## src/rtl/perceptron_trainer_pkg.sv

```systemverilog
// Shared types for the perceptron trainer: sign-magnitude Q15.16 word,
// trainer FSM encoding and a packing helper that forbids negative zero.
package nn_pkg;

    localparam int SIGN  = 1;
    localparam int Q_M   = 15;
    localparam int Q_N   = 16;
    localparam int W     = SIGN + Q_M + Q_N;
    localparam int MAG_W = Q_M + Q_N;

    typedef logic [W-1:0]     fxp_t;
    typedef logic [MAG_W-1:0] fxp_mag_t;

    localparam fxp_mag_t FXP_MAG_MAX = {MAG_W{1'b1}};

    typedef enum logic [2:0] {
        IDLE,
        LOAD,
        APPLY,
        SAMPLE,
        EPOCH_END,
        DONE
    } trainer_state_t;

    // A zero magnitude always carries a positive sign.
    function automatic fxp_t fxp_pack(input logic sign, input fxp_mag_t mag);
        return {sign & (mag != '0), mag};
    endfunction

endpackage

```

## src/rtl/perceptron_trainer_if.sv

```systemverilog
// Bundle between the trainer and its environment (host start + neuron loop).
// start is a one-cycle request accepted only in IDLE; done is a one-cycle
// completion pulse; busy covers LOAD through EPOCH_END; state_dbg mirrors the FSM.
interface perceptron_trainer_if;
    import nn_pkg::*;

    logic           start;
    logic           y_in;
    logic           x1_out;
    logic           x2_out;
    fxp_t           w1_out;
    fxp_t           w2_out;
    fxp_t           wb_out;
    logic           busy;
    logic           done;
    logic           converged;
    logic [7:0]     epochs_out;
    trainer_state_t state_dbg;

    modport master (
        output start, y_in,
        input  x1_out, x2_out, w1_out, w2_out, wb_out,
        input  busy, done, converged, epochs_out, state_dbg
    );

    modport slave (
        input  start, y_in,
        output x1_out, x2_out, w1_out, w2_out, wb_out,
        output busy, done, converged, epochs_out, state_dbg
    );

endinterface

```

## src/rtl/perceptron_trainer_step_sat.sv

```systemverilog
// Combinational sign-magnitude step of one weight by +/-LR, with magnitude
// saturation and zero-sign normalisation; passes the weight through when idle.
module sm_step_sat
    import nn_pkg::*;
#(
    parameter fxp_t LR = 32'h0000_8000
) (
    input  fxp_t w_in,
    input  logic en,
    input  logic neg,
    output fxp_t w_out
);

    logic           w_sign;
    logic           s_sign;
    fxp_mag_t       w_mag;
    fxp_mag_t       s_mag;
    logic [MAG_W:0] sum;
    fxp_t           stepped;

    always_comb begin
        w_sign  = w_in[W-1];
        w_mag   = w_in[MAG_W-1:0];
        s_sign  = neg ^ LR[W-1];
        s_mag   = LR[MAG_W-1:0];
        sum     = {1'b0, w_mag} + {1'b0, s_mag};
        stepped = w_in;
        if (w_sign == s_sign) begin
            stepped = fxp_pack(w_sign, sum[MAG_W] ? FXP_MAG_MAX : sum[MAG_W-1:0]);
        end else if (w_mag >= s_mag) begin
            stepped = fxp_pack(w_sign, w_mag - s_mag);
        end else begin
            stepped = fxp_pack(s_sign, s_mag - w_mag);
        end
        w_out = en ? stepped : w_in;
    end

endmodule

```

## src/rtl/perceptron_trainer.sv

```systemverilog
// Training controller for a 2-input neuron: walks the truth table, samples
// the neuron output and applies the perceptron rule until an epoch is error-free.
module perceptron_trainer
    import nn_pkg::*;
#(
    parameter logic [3:0] TARGETS    = 4'b1000,
    parameter fxp_t       LR         = 32'h0000_8000,
    parameter fxp_t       INIT_W1    = 32'h0,
    parameter fxp_t       INIT_W2    = 32'h0,
    parameter fxp_t       INIT_WB    = 32'h0,
    parameter int         SETTLE     = 1,
    parameter int         MAX_EPOCHS = 16
) (
    input logic                  clk,
    input logic                  rst_n,
    perceptron_trainer_if.slave  bus
);

    localparam int               CNT_W       = (SETTLE > 1) ? $clog2(SETTLE) : 1;
    localparam logic [CNT_W-1:0] SETTLE_LAST = CNT_W'(SETTLE - 1);
    localparam logic [8:0]       EPOCH_LIMIT = 9'(MAX_EPOCHS);

    trainer_state_t   state_q, state_d;
    logic [1:0]       idx_q, idx_d;
    logic [7:0]       epoch_q, epoch_d;
    logic             err_q, err_d;
    logic [CNT_W-1:0] settle_q, settle_d;
    fxp_t             w1_q, w1_d;
    fxp_t             w2_q, w2_d;
    fxp_t             wb_q, wb_d;
    logic             converged_q, converged_d;
    logic [7:0]       epochs_q, epochs_d;

    logic             sample_err;
    fxp_t             w1_step, w2_step, wb_step;

    // e = TARGETS[idx] - y_in is nonzero exactly when they differ; its sign is -y_in.
    assign sample_err = (state_q == SAMPLE) && (TARGETS[idx_q] != bus.y_in);

    sm_step_sat #(.LR(LR)) u_step_w1 (
        .w_in  (w1_q),
        .en    (sample_err & idx_q[1]),
        .neg   (bus.y_in),
        .w_out (w1_step)
    );

    sm_step_sat #(.LR(LR)) u_step_w2 (
        .w_in  (w2_q),
        .en    (sample_err & idx_q[0]),
        .neg   (bus.y_in),
        .w_out (w2_step)
    );

    sm_step_sat #(.LR(LR)) u_step_wb (
        .w_in  (wb_q),
        .en    (sample_err),
        .neg   (bus.y_in),
        .w_out (wb_step)
    );

    always_ff @(posedge clk) begin
        if (!rst_n) begin
            state_q     <= IDLE;
            idx_q       <= '0;
            epoch_q     <= '0;
            err_q       <= 1'b0;
            settle_q    <= '0;
            w1_q        <= INIT_W1;
            w2_q        <= INIT_W2;
            wb_q        <= INIT_WB;
            converged_q <= 1'b0;
            epochs_q    <= '0;
        end else begin
            state_q     <= state_d;
            idx_q       <= idx_d;
            epoch_q     <= epoch_d;
            err_q       <= err_d;
            settle_q    <= settle_d;
            w1_q        <= w1_d;
            w2_q        <= w2_d;
            wb_q        <= wb_d;
            converged_q <= converged_d;
            epochs_q    <= epochs_d;
        end
    end

    always_comb begin
        state_d     = state_q;
        idx_d       = idx_q;
        epoch_d     = epoch_q;
        err_d       = err_q;
        settle_d    = settle_q;
        w1_d        = w1_q;
        w2_d        = w2_q;
        wb_d        = wb_q;
        converged_d = converged_q;
        epochs_d    = epochs_q;

        case (state_q)
            IDLE: begin
                if (bus.start) state_d = LOAD;
            end
            LOAD: begin
                w1_d        = INIT_W1;
                w2_d        = INIT_W2;
                wb_d        = INIT_WB;
                idx_d       = '0;
                epoch_d     = '0;
                err_d       = 1'b0;
                settle_d    = '0;
                converged_d = 1'b0;
                epochs_d    = '0;
                state_d     = APPLY;
            end
            APPLY: begin
                if (settle_q == SETTLE_LAST) begin
                    settle_d = '0;
                    state_d  = SAMPLE;
                end else begin
                    settle_d = settle_q + 1'b1;
                end
            end
            SAMPLE: begin
                // Step outputs equal the held weight when that weight is not updated.
                w1_d = w1_step;
                w2_d = w2_step;
                wb_d = wb_step;
                if (sample_err) err_d = 1'b1;
                if (idx_q == 2'd3) begin
                    state_d = EPOCH_END;
                end else begin
                    idx_d   = idx_q + 2'd1;
                    state_d = APPLY;
                end
            end
            EPOCH_END: begin
                epochs_d = epoch_q + 8'd1;
                if (!err_q) begin
                    converged_d = 1'b1;
                    state_d     = DONE;
                end else if (({1'b0, epoch_q} + 9'd1) == EPOCH_LIMIT) begin
                    state_d = DONE;
                end else begin
                    epoch_d = epoch_q + 8'd1;
                    idx_d   = '0;
                    err_d   = 1'b0;
                    state_d = APPLY;
                end
            end
            DONE: begin
                state_d = IDLE;
            end
            default: begin
                state_d = IDLE;
            end
        endcase
    end

    always_comb begin
        bus.x1_out = 1'b0;
        bus.x2_out = 1'b0;
        bus.busy   = 1'b0;
        bus.done   = 1'b0;
        case (state_q)
            LOAD: begin
                bus.busy = 1'b1;
            end
            APPLY, SAMPLE: begin
                bus.busy   = 1'b1;
                bus.x1_out = idx_q[1];
                bus.x2_out = idx_q[0];
            end
            EPOCH_END: begin
                bus.busy = 1'b1;
            end
            DONE: begin
                bus.done = 1'b1;
            end
            default: begin
                bus.busy = 1'b0;
            end
        endcase
    end

    assign bus.w1_out     = w1_q;
    assign bus.w2_out     = w2_q;
    assign bus.wb_out     = wb_q;
    assign bus.converged  = converged_q;
    assign bus.epochs_out = epochs_q;
    assign bus.state_dbg  = state_q;

endmodule

```

## src/flat_wrapper.sv

```systemverilog
// flat-port wrapper written by rule: the top's interface ports become plain ports
module perceptron_trainer_flat import nn_pkg::*;
#(
    parameter logic [3:0] TARGETS    = 4'b1000,
    parameter fxp_t       LR         = 32'h0000_8000,
    parameter fxp_t       INIT_W1    = 32'h0,
    parameter fxp_t       INIT_W2    = 32'h0,
    parameter fxp_t       INIT_WB    = 32'h0,
    parameter int         SETTLE     = 1,
    parameter int         MAX_EPOCHS = 16
)
  (clk, rst_n, bus_start, bus_y_in, bus_x1_out, bus_x2_out, bus_w1_out, bus_w2_out, bus_wb_out, bus_busy, bus_done, bus_converged, bus_epochs_out, bus_state_dbg);
  perceptron_trainer_if bus_i ();
  input logic clk;
  input logic rst_n;
  input wire logic [$bits(bus_i.start)-1:0] bus_start;
  input wire logic [$bits(bus_i.y_in)-1:0] bus_y_in;
  output wire logic [$bits(bus_i.x1_out)-1:0] bus_x1_out;
  output wire logic [$bits(bus_i.x2_out)-1:0] bus_x2_out;
  output wire logic [$bits(bus_i.w1_out)-1:0] bus_w1_out;
  output wire logic [$bits(bus_i.w2_out)-1:0] bus_w2_out;
  output wire logic [$bits(bus_i.wb_out)-1:0] bus_wb_out;
  output wire logic [$bits(bus_i.busy)-1:0] bus_busy;
  output wire logic [$bits(bus_i.done)-1:0] bus_done;
  output wire logic [$bits(bus_i.converged)-1:0] bus_converged;
  output wire logic [$bits(bus_i.epochs_out)-1:0] bus_epochs_out;
  output wire logic [$bits(bus_i.state_dbg)-1:0] bus_state_dbg;
  assign bus_i.start = bus_start;
  assign bus_i.y_in = bus_y_in;
  assign bus_x1_out = bus_i.x1_out;
  assign bus_x2_out = bus_i.x2_out;
  assign bus_w1_out = bus_i.w1_out;
  assign bus_w2_out = bus_i.w2_out;
  assign bus_wb_out = bus_i.wb_out;
  assign bus_busy = bus_i.busy;
  assign bus_done = bus_i.done;
  assign bus_converged = bus_i.converged;
  assign bus_epochs_out = bus_i.epochs_out;
  assign bus_state_dbg = bus_i.state_dbg;
  perceptron_trainer #(.TARGETS(TARGETS), .LR(LR), .INIT_W1(INIT_W1), .INIT_W2(INIT_W2), .INIT_WB(INIT_WB), .SETTLE(SETTLE), .MAX_EPOCHS(MAX_EPOCHS)) u_core (.clk(clk), .rst_n(rst_n), .bus(bus_i));
endmodule
```

## config.mk

```make
export PLATFORM = sky130hd
export DESIGN_NAME = perceptron_trainer_flat
export DESIGN_NICKNAME = d
export VERILOG_FILES = /design/src/rtl/perceptron_trainer_pkg.sv /design/src/rtl/perceptron_trainer_if.sv /design/src/rtl/perceptron_trainer_step_sat.sv /design/src/rtl/perceptron_trainer.sv /design/src/flat_wrapper.sv
export SDC_FILE = /design/constraint.sdc
export NUM_CORES = 1
export LEC_CHECK = 0
export CORE_MARGIN = 10
export CORE_UTILIZATION = 57
export CTS_BUF_LIST = sky130_fd_sc_hd__clkbuf_8
export DETAILED_ROUTE_END_ITERATION = 16
export GPL_ROUTABILITY_DRIVEN = 0
export HOLD_SLACK_MARGIN = 0.02
export PLACE_DENSITY = 0.83
export SYNTH_ARGS = -nofsm -noshare
export SYNTH_HDL_FRONTEND = slang
export SYNTH_SLANG_ARGS = --single-unit
```

## constraint.sdc

```tcl
create_clock -name clk -period 4.2 [get_ports clk]
set_clock_uncertainty 0.15 [all_clocks]
set_input_delay 0.42 -clock clk [delete_from_list [all_inputs] [get_ports clk]]
set_output_delay 0.42 -clock clk [all_outputs]
set_load 0.005 [all_outputs]
```

==> results_dict.tcl <==
set metrics [dict create \
    combPwrFrac_pct 20.7 \
    vias 12460 \
    dr.pass1.iters 6 \
    pin_count 116 \
    drt-initial-drc-count 1720 \
    grt_pass1_wl_mm 58.13 \
    core_area_mm2 0.01864 \
    crit_start "u_core.bus.wb_out[0]" \
    wire_per_inst_um 19.88 \
    final_common_cell "nand2_1" \
    fin_crit_sh_pct 87.60 \
    synth_edf_count 0 \
    worst_pin_slew_ns 1.047 \
    fin_cells 1824 \
    cts_buffers 17 \
    layout_common_cells "nand2_1, nor2_1, dfxtp_1" \
    final.setup.worst_slack_ns 0.5209 \
    start_util_pct 57.58 \
    grt_max_degree 50 \
    p_leak_nw 4.658 \
    crit_path_end_kind "flip-flop" \
    regToRegSetupSlack_ns 0.52 \
    power_frac_clock_pct 40.0 \
    finalHoldViolCount 0 \
    cts-hold-fix-buffers 0 \
    dieArea_mm2 0.02472 \
    die_height_um 157.2 \
    dp_cells 1793 \
    cts-root-buf "clkbuf_8" \
    multi_input_area_mm2 0.007737 \
    synth_cell_types 83 \
    cts.reportedPaths.clkPinSlew_ns 0.08 \
    status "completed" \
    cp-start-kind "flip-flop" \
    drive_gt1_share_pct 7.547 \
    crit_required_ns 4.41 \
    port_buffers 115 \
    async_flop_share_pct 0 \
    syn_nets 1553 \
    area_growth_pct 15.84 \
    syn_area_per_cell_um2 6.998 \
    min_path_type "flip-flop to flip-flop" \
    power_density_mw_per_mm2 242.6 \
    antenna_found_initial 0 \
    grt.overflow.total 0 \
    switching_share_pct 31.67 \
    whs_ns 0.3561 \
    rows 50 \
    grt_usage_pct 28.10 \
    cts_num_sinks 119 \
    irDropWorstVdd_mv 0.2791 \
    yosysSeqAreaShare_pct 22.19 \
    netlist_instances 1534 \
    yosys_warnings 0 \
    power_frac_seq_pct 39.3 \
    nFillCells 1636 \
    drt-total-wl_mm 36.25 \
    r2r_start "u_core.bus.wb_out[0]" \
    clock_latency_ns 0.47 \
    n_antenna_cell 0 \
    drc_errors 0 \
    slew_viol_final 0 \
    max_freq_ghz 0.2718 \
    synth_area_mm2 0.01074 \
    cp.arrival_ns 3.89 \
    crit_type "flip-flop to flip-flop" \
    first_global_vias 11350 \
    vias_per_cell 6.829 \
    ant_nets 0 \
    min_from "u_core.epoch_q[1]" \
    fin_tns_setup_ns 0 \
    cts_buffer_depth 2 \
    switching_power_w 0.0009556 \
    die_w_um 157.2 \
    ys.flop_type "dfxtp_1" \
    rsz0062_at_grt "false" \
    ys_ff_latch 119 \
    postCtsSetupBuffers 0 \
    worst_slew_margin_rel_pct 29.86 \
    setup_viol 0 \
    finalCriticalPeriod_ns 3.679 \
    cts_tree "built" \
    htree_levels 4 \
    dp_slack_ns 0.6591 \
    power.internal_w 0.002062 \
    layout.nets 1597 \
    hpwlAfterDp_mm 24.77 \
    cts_resized 0 \
    cap_violations 0 \
    cp_max_fo 16 \
    area.sequential_mm2 0.002382 \
]
==> sequential cells by signal, summed over array words and instances (netlist names) <==
| register | flops |
|---|---|
| u_core.bus.converged | 1 |
| u_core.bus.state_dbg | 3 |
| u_core.epoch_q | 8 |
| u_core.bus.wb_out | 32 |
| u_core.idx_q | 2 |
| u_core.err_q | 1 |
| u_core.bus.w2_out | 32 |
| u_core.bus.w1_out | 32 |
| u_core.bus.epochs_out | 8 |
==> layout make-up <==
| type | instances | area share, % |
|---|---|---|
| multi-input combinational | 1254 | 62.22 |
| sequential | 119 | 19.16 |
| timing repair buffer | 161 | 11.99 |
| tap | 234 | 2.354 |
| clock buffer | 19 | 2.103 |
| clock inverter | 12 | 1.419 |
| inverter | 25 | 0.7546 |
==> kinds of logic after synthesis <==
| family | synth area share (%) |
|---|---|
| fa+ha+maj | 1.748 |
| xor+xnor | 9.464 |
| compound gates | 26.81 |
| mux | 0.7576 |
| simple gates | 33.16 |
| buf+inv | 5.874 |
| flops | 22.19 |
==> Yosys cell counts, drive strengths merged (31+ instances only) <==
cell type	count	share of area (%)
a21boi	37	2.6
a21oi	101	4.7
a31oi	40	2.4
clkbuf	119	4.2
dfxtp	119	22
nand2	150	5.2
nand3	81	3.8
nor2	126	4.5
nor2b	37	2.2
nor3	60	3.0
nor4	31	2.1
o21ai	121	5.7
xnor2	69	5.6
xor2	47	3.8
==> power by group through the flow <==
| stage | logic [W] | clock network [W] | registers [W] |
|---|---|---|---|
| 2_1_floorplan | 0.000431 | 0 | 0.00120 |
| 3_3_place_gp | 0.000591 | 0 | 0.00121 |
| 3_5_place_dp | 0.000603 | 0 | 0.00121 |
| 4_1_cts | 0.000607 | 0.00121 | 0.00118 |
| 5_1_grt | 0.000671 | 0.00126 | 0.00119 |
| 6_report | 0.000624 | 0.00121 | 0.00119 |
==> metrics by stage <==
step | util [%] | area, um^2 | total power [W]
after floorplan | - | 10740 | 0.001626
after global placement | 64.36 | 12000 | 0.001802
after detailed placement | 64.36 | 12000 | 0.001813
after CTS | 66.70 | 12440 | 0.003002
after global routing | 66.70 | 12440 | 0.003120
final | 66.70 | 12440 | 0.003017
==> final timing paths <==
check,to,cells after the start
min,u_core.epoch_q[1],2
max reg2reg,u_core.bus.wb_out[10],10
min reg2reg,u_core.epoch_q[1],2
max,u_core.bus.wb_out[10],10
==> worst max-delay path: stages (launching register included) <==
cell and delay, ns:
dfxtp_1 0.36, inv_1 0.07, ha_1 0.24, or4b_1 0.66
nor4b_4 0.49, nand3_1 0.17, nand2_1 0.50, nor2_1 0.21
a221oi_1 0.37, o21ai_0 0.16, and2_1 0.18
==> layer usage <==
layer | wire (um) | track usage, % | part of all wire (%) | up-vias
met4 | 1174 | 11.49 | 3.2 | 0
met5 | 0 | 0 | 0 | -
li1 | - | - | - | 5723
met3 | 4325 | 6.632 | 12 | 154
met1 | 14340 | 36.09 | 40 | 5710
met2 | 16410 | 44.30 | 45 | 869
Power figures use the tool's default switching activity.
